--- src/rtl/goldschmidt_round_if.sv ---
// ---------------------------------------------------------------------------
// goldschmidt_round_if
//   Operand and result channels of the Goldschmidt finalisation stage.
//
//   Handshake rule, applies to both channels: a transfer happens on a rising
//   clk edge where valid and ready are both 1. A source holds valid and its
//   payload stable until that transfer. A sink may drive ready regardless of
//   valid.
//
//   Operand channel (upstream controller -> rounding stage)
//     in_valid, in_ready, op, q, r_sign, sign, rm
//   Result channel (rounding stage -> FP packing logic)
//     out_valid, out_ready, mant, exp_adj, inexact
//
//   Modports
//     master : upstream/downstream environment (drives operands, out_ready)
//     slave  : the rounding stage itself
// ---------------------------------------------------------------------------
interface goldschmidt_round_if #(
  parameter int LEADS = 2,
  parameter int WIDTH = 28,
  parameter int OUTW  = 24
);

  // operand channel
  logic                   in_valid;
  logic                   in_ready;
  logic [1:0]             op;
  logic [LEADS+WIDTH-1:0] q;
  logic                   r_sign;
  logic                   sign;
  logic [2:0]             rm;

  // result channel
  logic                   out_valid;
  logic                   out_ready;
  logic [OUTW-1:0]        mant;
  logic [2:0]             exp_adj;
  logic                   inexact;

  modport master (
    output in_valid, op, q, r_sign, sign, rm, out_ready,
    input  in_ready, out_valid, mant, exp_adj, inexact
  );

  modport slave (
    input  in_valid, op, q, r_sign, sign, rm, out_ready,
    output in_ready, out_valid, mant, exp_adj, inexact
  );

endinterface

--- src/rtl/goldschmidt_round.sv ---
// ---------------------------------------------------------------------------
// goldschmidt_round
//   Finalisation stage of the Goldschmidt divide/sqrt datapath. Captures the
//   raw iteration result, applies the one-ulp remainder correction for
//   division, normalises to a leading one, rounds to an OUTW-bit mantissa
//   and hands the result to the FP packing logic.
//
//   Pipeline of states: IDLE -> CORR -> NORM -> RND -> HOLD -> IDLE
//   An operand accepted in cycle 0 is presented (out_valid=1) in cycle 4.
//
//   Ports
//     clk       : clock
//     reset     : asynchronous, active-high reset
//     flush     : synchronous abort, returns the FSM to IDLE
//     bus       : operand/result channels (slave side)
//     state_dbg : current FSM state, for observation only
//
//   Parameters
//     LEADS : integer bits of q
//     WIDTH : fraction bits of q
//     OUTW  : output mantissa width including hidden bit (OUTW <= WIDTH-2)
// ---------------------------------------------------------------------------
module goldschmidt_round #(
  parameter int LEADS = 2,
  parameter int WIDTH = 28,
  parameter int OUTW  = 24
) (
  input  logic                 clk,
  input  logic                 reset,
  input  logic                 flush,
  goldschmidt_round_if.slave   bus,
  output logic [2:0]           state_dbg
);

  localparam int S = LEADS + WIDTH;  // total width of q
  localparam int L = WIDTH;          // index of the ones bit of q

  localparam logic [2:0] IDLE = 3'd0;
  localparam logic [2:0] CORR = 3'd1;
  localparam logic [2:0] NORM = 3'd2;
  localparam logic [2:0] RND  = 3'd3;
  localparam logic [2:0] HOLD = 3'd4;

  localparam logic [2:0] RM_RNE = 3'b000;
  localparam logic [2:0] RM_RZ  = 3'b001;
  localparam logic [2:0] RM_RDN = 3'b010;
  localparam logic [2:0] RM_RUP = 3'b011;
  localparam logic [2:0] RM_RMM = 3'b100;

  localparam logic [S-1:0]    Q_ONE     = {{(S-1){1'b0}}, 1'b1};
  localparam logic [OUTW-1:0] MANT_ONES = {OUTW{1'b1}};
  localparam logic [OUTW-1:0] MANT_MSB  = {1'b1, {(OUTW-1){1'b0}}};

  // -------------------------------------------------------------------------
  // FSM
  // -------------------------------------------------------------------------
  logic [2:0] state;
  logic [2:0] state_nx;

  always_comb begin
    state_nx = state;
    case (state)
      IDLE:    if (bus.in_valid)  state_nx = CORR;
      CORR:                       state_nx = NORM;
      NORM:                       state_nx = RND;
      RND:                        state_nx = HOLD;
      HOLD:    if (bus.out_ready) state_nx = IDLE;
      default:                    state_nx = IDLE;
    endcase
    // abort wins over every transition, including an accept in IDLE
    if (flush) state_nx = IDLE;
  end

  always_ff @(posedge clk or posedge reset) begin
    if (reset) state <= IDLE;
    else       state <= state_nx;
  end

  assign bus.in_ready  = (state == IDLE);
  assign bus.out_valid = (state == HOLD);
  assign state_dbg     = state;

  // -------------------------------------------------------------------------
  // Operand capture (IDLE)
  // -------------------------------------------------------------------------
  logic [S-1:0] q_r;
  logic         r_sign_r;
  logic [1:0]   op_r;
  logic         sign_r;
  logic [2:0]   rm_r;

  logic accept;
  assign accept = (state == IDLE) && bus.in_valid && !flush;

  always_ff @(posedge clk or posedge reset) begin
    if (reset) begin
      q_r      <= '0;
      r_sign_r <= 1'b0;
      op_r     <= 2'b00;
      sign_r   <= 1'b0;
      rm_r     <= 3'b000;
    end else if (accept) begin
      q_r      <= bus.q;
      r_sign_r <= bus.r_sign;
      op_r     <= bus.op;
      sign_r   <= bus.sign;
      rm_r     <= bus.rm;
    end
  end

  // -------------------------------------------------------------------------
  // Remainder correction (CORR)
  //   A positive remainder sign means q*d overshot n, so the quotient is one
  //   ulp too large. Sqrt results and a zero quotient are left untouched.
  // -------------------------------------------------------------------------
  logic [S-1:0] qc_r;
  logic         dec_r;
  logic         do_dec;

  assign do_dec = (op_r == 2'b00) && r_sign_r && (q_r != '0);

  always_ff @(posedge clk or posedge reset) begin
    if (reset) begin
      qc_r  <= '0;
      dec_r <= 1'b0;
    end else if (state == CORR) begin
      qc_r  <= do_dec ? (q_r - Q_ONE) : q_r;
      dec_r <= do_dec;
    end
  end

  // -------------------------------------------------------------------------
  // Normalisation (NORM)
  //   The leading one can only sit in one of three positions around the ones
  //   bit, so each candidate window is a fixed slice and a priority select
  //   picks one. OUTW <= WIDTH-2 keeps every sticky slice non-empty.
  // -------------------------------------------------------------------------
  logic [OUTW-1:0] win_hi, win_mid, win_lo;
  logic            g_hi, g_mid, g_lo;
  logic            s_hi, s_mid, s_lo;

  assign win_hi  = qc_r[L+1 -: OUTW];
  assign g_hi    = qc_r[L+1-OUTW];
  assign s_hi    = |qc_r[L-OUTW:0];

  assign win_mid = qc_r[L -: OUTW];
  assign g_mid   = qc_r[L-OUTW];
  assign s_mid   = |qc_r[L-OUTW-1:0];

  assign win_lo  = qc_r[L-1 -: OUTW];
  assign g_lo    = qc_r[L-1-OUTW];
  assign s_lo    = |qc_r[L-OUTW-2:0];

  logic [OUTW-1:0] win_nx;
  logic            g_nx;
  logic            s_nx;
  logic [2:0]      e_nx;

  always_comb begin
    win_nx = '0;
    g_nx   = 1'b0;
    s_nx   = 1'b0;
    e_nx   = 3'b000;
    if (qc_r[L+1]) begin
      win_nx = win_hi;
      g_nx   = g_hi;
      s_nx   = s_hi;
      e_nx   = 3'b001;
    end else if (qc_r[L]) begin
      win_nx = win_mid;
      g_nx   = g_mid;
      s_nx   = s_mid;
      e_nx   = 3'b000;
    end else if (qc_r[L-1]) begin
      win_nx = win_lo;
      g_nx   = g_lo;
      s_nx   = s_lo;
      e_nx   = 3'b111;  // -1
    end
    // no leading one in range: zero result, all fields stay 0
  end

  logic [OUTW-1:0] win_r;
  logic            g_r;
  logic            s_r;
  logic [2:0]      e_r;

  always_ff @(posedge clk or posedge reset) begin
    if (reset) begin
      win_r <= '0;
      g_r   <= 1'b0;
      s_r   <= 1'b0;
      e_r   <= 3'b000;
    end else if (state == NORM) begin
      win_r <= win_nx;
      g_r   <= g_nx;
      s_r   <= s_nx;
      e_r   <= e_nx;
    end
  end

  // -------------------------------------------------------------------------
  // Rounding (RND)
  // -------------------------------------------------------------------------
  logic roundup;

  always_comb begin
    roundup = 1'b0;
    case (rm_r)
      RM_RNE:  roundup = g_r & (s_r | win_r[0]);
      RM_RZ:   roundup = 1'b0;
      RM_RDN:  roundup = sign_r & (g_r | s_r);
      RM_RUP:  roundup = ~sign_r & (g_r | s_r);
      RM_RMM:  roundup = g_r;
      default: roundup = g_r & (s_r | win_r[0]);  // unused encodings round as RNE
    endcase
  end

  logic [OUTW-1:0] mant_nx;
  logic [2:0]      exp_nx;

  always_comb begin
    mant_nx = win_r + {{(OUTW-1){1'b0}}, roundup};
    exp_nx  = e_r;
    // rounding carried out of the window: renormalise to 1.000...
    if (roundup && (win_r == MANT_ONES)) begin
      mant_nx = MANT_MSB;
      exp_nx  = e_r + 3'd1;
    end
  end

  // Result registers keep their last values across a flush; only reset
  // clears them.
  logic [OUTW-1:0] mant_r;
  logic [2:0]      exp_adj_r;
  logic            inexact_r;

  always_ff @(posedge clk or posedge reset) begin
    if (reset) begin
      mant_r    <= '0;
      exp_adj_r <= 3'b000;
      inexact_r <= 1'b0;
    end else if ((state == RND) && !flush) begin
      mant_r    <= mant_nx;
      exp_adj_r <= exp_nx;
      inexact_r <= g_r | s_r | dec_r;
    end
  end

  assign bus.mant    = mant_r;
  assign bus.exp_adj = exp_adj_r;
  assign bus.inexact = inexact_r;

endmodule

--- src/flat_wrapper.sv ---
// flat-port wrapper written by rule: the top's interface ports become plain ports
module goldschmidt_round_flat 
#(
  parameter int LEADS = 2,
  parameter int WIDTH = 28,
  parameter int OUTW  = 24
)
  (clk, reset, flush, state_dbg, bus_in_valid, bus_op, bus_q, bus_r_sign, bus_sign, bus_rm, bus_out_ready, bus_in_ready, bus_out_valid, bus_mant, bus_exp_adj, bus_inexact);
  goldschmidt_round_if #(.LEADS(LEADS), .WIDTH(WIDTH), .OUTW(OUTW)) bus_i ();
  input  logic clk;
  input  logic reset;
  input  logic flush;
  output logic [2:0] state_dbg;
  input wire logic [$bits(bus_i.in_valid)-1:0] bus_in_valid;
  input wire logic [$bits(bus_i.op)-1:0] bus_op;
  input wire logic [$bits(bus_i.q)-1:0] bus_q;
  input wire logic [$bits(bus_i.r_sign)-1:0] bus_r_sign;
  input wire logic [$bits(bus_i.sign)-1:0] bus_sign;
  input wire logic [$bits(bus_i.rm)-1:0] bus_rm;
  input wire logic [$bits(bus_i.out_ready)-1:0] bus_out_ready;
  output wire logic [$bits(bus_i.in_ready)-1:0] bus_in_ready;
  output wire logic [$bits(bus_i.out_valid)-1:0] bus_out_valid;
  output wire logic [$bits(bus_i.mant)-1:0] bus_mant;
  output wire logic [$bits(bus_i.exp_adj)-1:0] bus_exp_adj;
  output wire logic [$bits(bus_i.inexact)-1:0] bus_inexact;
  assign bus_i.in_valid = bus_in_valid;
  assign bus_i.op = bus_op;
  assign bus_i.q = bus_q;
  assign bus_i.r_sign = bus_r_sign;
  assign bus_i.sign = bus_sign;
  assign bus_i.rm = bus_rm;
  assign bus_i.out_ready = bus_out_ready;
  assign bus_in_ready = bus_i.in_ready;
  assign bus_out_valid = bus_i.out_valid;
  assign bus_mant = bus_i.mant;
  assign bus_exp_adj = bus_i.exp_adj;
  assign bus_inexact = bus_i.inexact;
  goldschmidt_round #(.LEADS(LEADS), .WIDTH(WIDTH), .OUTW(OUTW)) u_core (.clk(clk), .reset(reset), .flush(flush), .bus(bus_i), .state_dbg(state_dbg));
endmodule
--- config.mk ---
export PLATFORM = sky130hd
export DESIGN_NAME = goldschmidt_round_flat
export DESIGN_NICKNAME = d
export VERILOG_FILES = /design/src/rtl/goldschmidt_round_if.sv /design/src/rtl/goldschmidt_round.sv /design/src/flat_wrapper.sv
export SDC_FILE = /design/constraint.sdc
export NUM_CORES = 1
export LEC_CHECK = 0
export CAP_MARGIN = 20
export CORE_MARGIN = 2
export CORE_UTILIZATION = 60
export CTS_CLUSTER_SIZE = 14
export DETAILED_ROUTE_END_ITERATION = 16
export PLACE_DENSITY = 0.85
export SYNTH_ARGS = -nofsm -noshare
export SYNTH_HDL_FRONTEND = slang
export SYNTH_SLANG_ARGS = --single-unit
--- constraint.sdc ---
create_clock -name clk -period 13.2 [get_ports clk]
set_input_delay 2.64 -clock clk [delete_from_list [all_inputs] [get_ports clk]]
set_output_delay 2.64 -clock clk [all_outputs]
set_load 0.02 [all_outputs]
==> flow_summary.json <==
{
  "grt_overflow": 0,
  "drc": 0,
  "rsz0062_at_grt": "false",
  "setup_ws_ns": 8.602,
  "hold_viol": 0,
  "netSwitchingPower_mw": 0.5560,
  "p_per_area_mw_per_mm2": 198.9,
  "root_buffer": "clkbuf_8",
  "syn_nets": 714,
  "slew_headroom": 0.3132,
  "fin_tns_setup_ns": 0,
  "cts_buffer_depth": 2,
  "cts_resized": 0,
  "worst-path-buf-inv": 1,
  "p_leak_nw": 3.218,
  "fin_nets": 777,
  "wirelength_mm": 13.99,
  "dieWidth_um": 108.4,
  "antenna_left": 0,
  "cts_setup_buffers": 0,
  "final.min_clock_period_ns": 4.598,
  "final_util": 0.7392,
  "cts_max_level": 4,
  "drv_cap": 0,
  "grt_pass1_vias": 5056,
  "grt_max_degree": 93,
  "yosysTopAreaCell": "dfrtp_1",
  "crit_required_ns": 10.56,
  "coreArea_mm2": 0.01075,
  "setup.worst_path.start_class": "register",
  "gp_congestion": 0.8827,
  "synthFlopType": "dfrtp_1",
  "fp.dieH_um": 108.4,
  "syn_inst": 667,
  "ys_seq_area_frac": 0.4858,
  "clkSlewWorstSetupHoldPaths_ns": 0.05,
  "yosys-top-cells-area": "dfrtp_1 49%, mux2_2 6.5%, o21ai_0 6.5%, nand2_1 5.6%, a221o_1 3.4%",
  "p_int_mw": 1.024,
  "timing.final.crit_share": 0.3483,
  "r2r_cells": 11,
  "critPathTopFamily": "buffers and inverters",
  "ys_warn_count": 0,
  "grt_pass1_wl_mm": 24.02,
  "worstSetupPathType": "reg -> out",
  "clock_latency_ns": 0.53,
  "path_max_fanout": 8,
  "area_growth_pct": 21.40,
  "dpl_worst_slack_ns": 8.568,
  "synth_area_mm2": 0.006543,
  "layout-drive-gt1-share": 0.1242,
  "avgViaCountPerCell": 6.098,
  "status": "completed",
  "synth-edff-count": 0,
  "yosysTopAreaCellShare": 0.4858,
  "drtPass1Iterations": 5,
  "whs_path_depth": 2,
  "hpwl_mm": 9.744,
  "antenna_found_initial": 0,
  "switching_share": 0.3520,
  "worstPathArrival_ns": 1.96,
  "slew_violations": 0,
  "synth-seq-cells": 127,
  "place_area_mm2": 0.007362,
  "drt_iter0_drc": 301,
  "ys_async_sr_fraction": 1.000,
  "ioPinCount": 75,
  "row_count": 38,
  "tritoncts": "yes",
  "max_stage_delay_ns": 0.66,
  "comb_power_share": 0.286,
  "diodes": 0,
  "setup_violations": 0,
  "worst_pin_slew_ns": 1.016,
  "cpMaxStageDelayCell": "clkdlybuf4s50_1",
  "initial_utilization": 0.6089,
  "hold_path.class": "reg -> reg",
  "fin_worst_skew_ns": 0.007228,
  "finish.instance_area_mm2": 0.007943,
  "path_cells": "nor3b_1, clkdlybuf4s50_1",
  "synth_cell_type_count": 60,
  "ir_worst_vdd_mv": 0.1032,
  "grt_usage": 0.2598,
  "cp-end-kind": "primary output",
  "wl_per_cell_um": 15.88,
  "dieArea_mm2": 0.01176,
  "seqPwrFrac": 0.442,
  "io_buffers": 74,
  "syn_avg_cell_area_um2": 9.809,
  "path_depth": 2,
  "cts_sinks": 127,
  "hold_buffers": 0,
  "max_freq_mhz": 217.5,
  "vias": 5372,
  "cts_buffers": 17,
  "p_clk_frac": 0.271
}
## Yosys cell counts (all sizes together), types with 15 or more instances
master    n
dfrtp   127
nand2    97
o21ai    85
mux2     38
clkbuf   32
nor2     31
a221o    22
nand3    18
xor2     16
a31oi    15
## through the flow
stage	hold slack [ns]	total power, mW	instances
floorplan	0.4471	0.9710	667
global placement	0.4607	1.118	849
detailed placement	0.4747	1.147	849
CTS	0.4865	1.585	879
global route	0.5081	1.688	881
finish	0.4866	1.580	881
## worst paths after layout
path | from | end | slack (ns)
max | u_core.state_dbg[2] | bus_out_valid | 8.60
min | u_core.bus.exp_adj[0] | u_core.bus.exp_adj[0] | 0.49
max reg2reg | u_core.g_r | u_core.bus.mant[20] | 9.71
min reg2reg | u_core.bus.exp_adj[0] | u_core.bus.exp_adj[0] | 0.49
max in group asynchronous | reset | u_core.qc_r[25] | 9.69
min in group asynchronous | reset | u_core.bus.mant[1] | 2.47
## routing by layer
metal  share of wire  vias up  global-route usage  wire (um)
met4           0.019        0              0.1145        263
met5               0        -                   0          0
met3           0.049       25             0.05304        692
met2            0.49      188              0.4192       6898
met1            0.44     2560              0.3408       6136
li1                -     2599                   -          -
## power by group through the flow
stage / Combinational (mW) / Clock [mW] / Sequential [mW]
final: 0.453 / 0.428 / 0.699
after CTS: 0.453 / 0.436 / 0.695
after global routing: 0.509 / 0.454 / 0.724
after floorplan: 0.294 / 0 / 0.677
after detailed placement: 0.448 / 0 / 0.700
after global placement: 0.431 / 0 / 0.687
## cell type report
cell class | instances | area (um2)
clock buffers | 24 | 490.5
fillers | 760 | 2803
inverters | 13 | 51.30
multi-input cells | 488 | 3164
flip-flops and latches | 127 | 3178
well taps | 140 | 175.2
repair buffers | 83 | 825.8
clock inverters | 6 | 57.56
## state kept, by name, summed over array words and instances, names as in the netlist, 2 cells and up
signal and cells:
u_core.q_r 30, u_core.qc_r 30, u_core.bus.mant 24, u_core.win_r 24, u_core.bus.exp_adj 3, u_core.rm_r 3
u_core.state_dbg 3, u_core.e_r 2, u_core.op_r 2
## placed cells by master, fill, tap and decap left out, types with 4 or more instances in the layout
| cell | n |
|---|---|
| clkdlybuf4s50_1 | 74 |
| nor3b_1 | 4 |
| o31ai_1 | 12 |
| nand4_1 | 13 |
| clkinv_2 | 4 |
| buf_4 | 7 |
| or3_1 | 6 |
| nand2_1 | 97 |
| or4_1 | 7 |
| inv_1 | 12 |
| o21ai_0 | 85 |
| a21oi_1 | 8 |
| and4_1 | 5 |
| a221o_1 | 22 |
| nand3_1 | 18 |
| o211ai_1 | 7 |
| nand2b_1 | 4 |
| nor2_1 | 31 |
| xor2_1 | 16 |
| and3_1 | 6 |
| clkbuf_8 | 6 |
| and2_1 | 6 |
| a31oi_1 | 15 |
| xnor2_1 | 13 |
| nor3_1 | 13 |
| dfrtp_1 | 127 |
| ha_1 | 5 |
| nor4b_1 | 4 |
| clkbuf_16 | 16 |
| mux2_2 | 38 |
## kinds of logic after synthesis
group / Yosys count / share of synthesized area
buffers and inverters: 52 / 0.03136
and+or+nand+nor: 239 / 0.1911
xor gates and xnor gates: 29 / 0.03882
DFF: 127 / 0.4858
muxes: 41 / 0.06999
AOI/OAI and AO/OA: 174 / 0.1735
adders and majority gates: 5 / 0.009562
## worst reg2reg max path, stage by stage (launching register included)
cell,delay (ns)
dfrtp_1,0.44
nor2_1,0.07
nor4b_1,0.32
a21oi_1,0.20
inv_1,0.23
ha_1,0.25
ha_1,0.20
and3_1,0.31
nor4b_1,0.86
nand4_1,0.21
xor2_1,0.17
o21ai_0,0.09
Power figures use the tool's default switching activity.
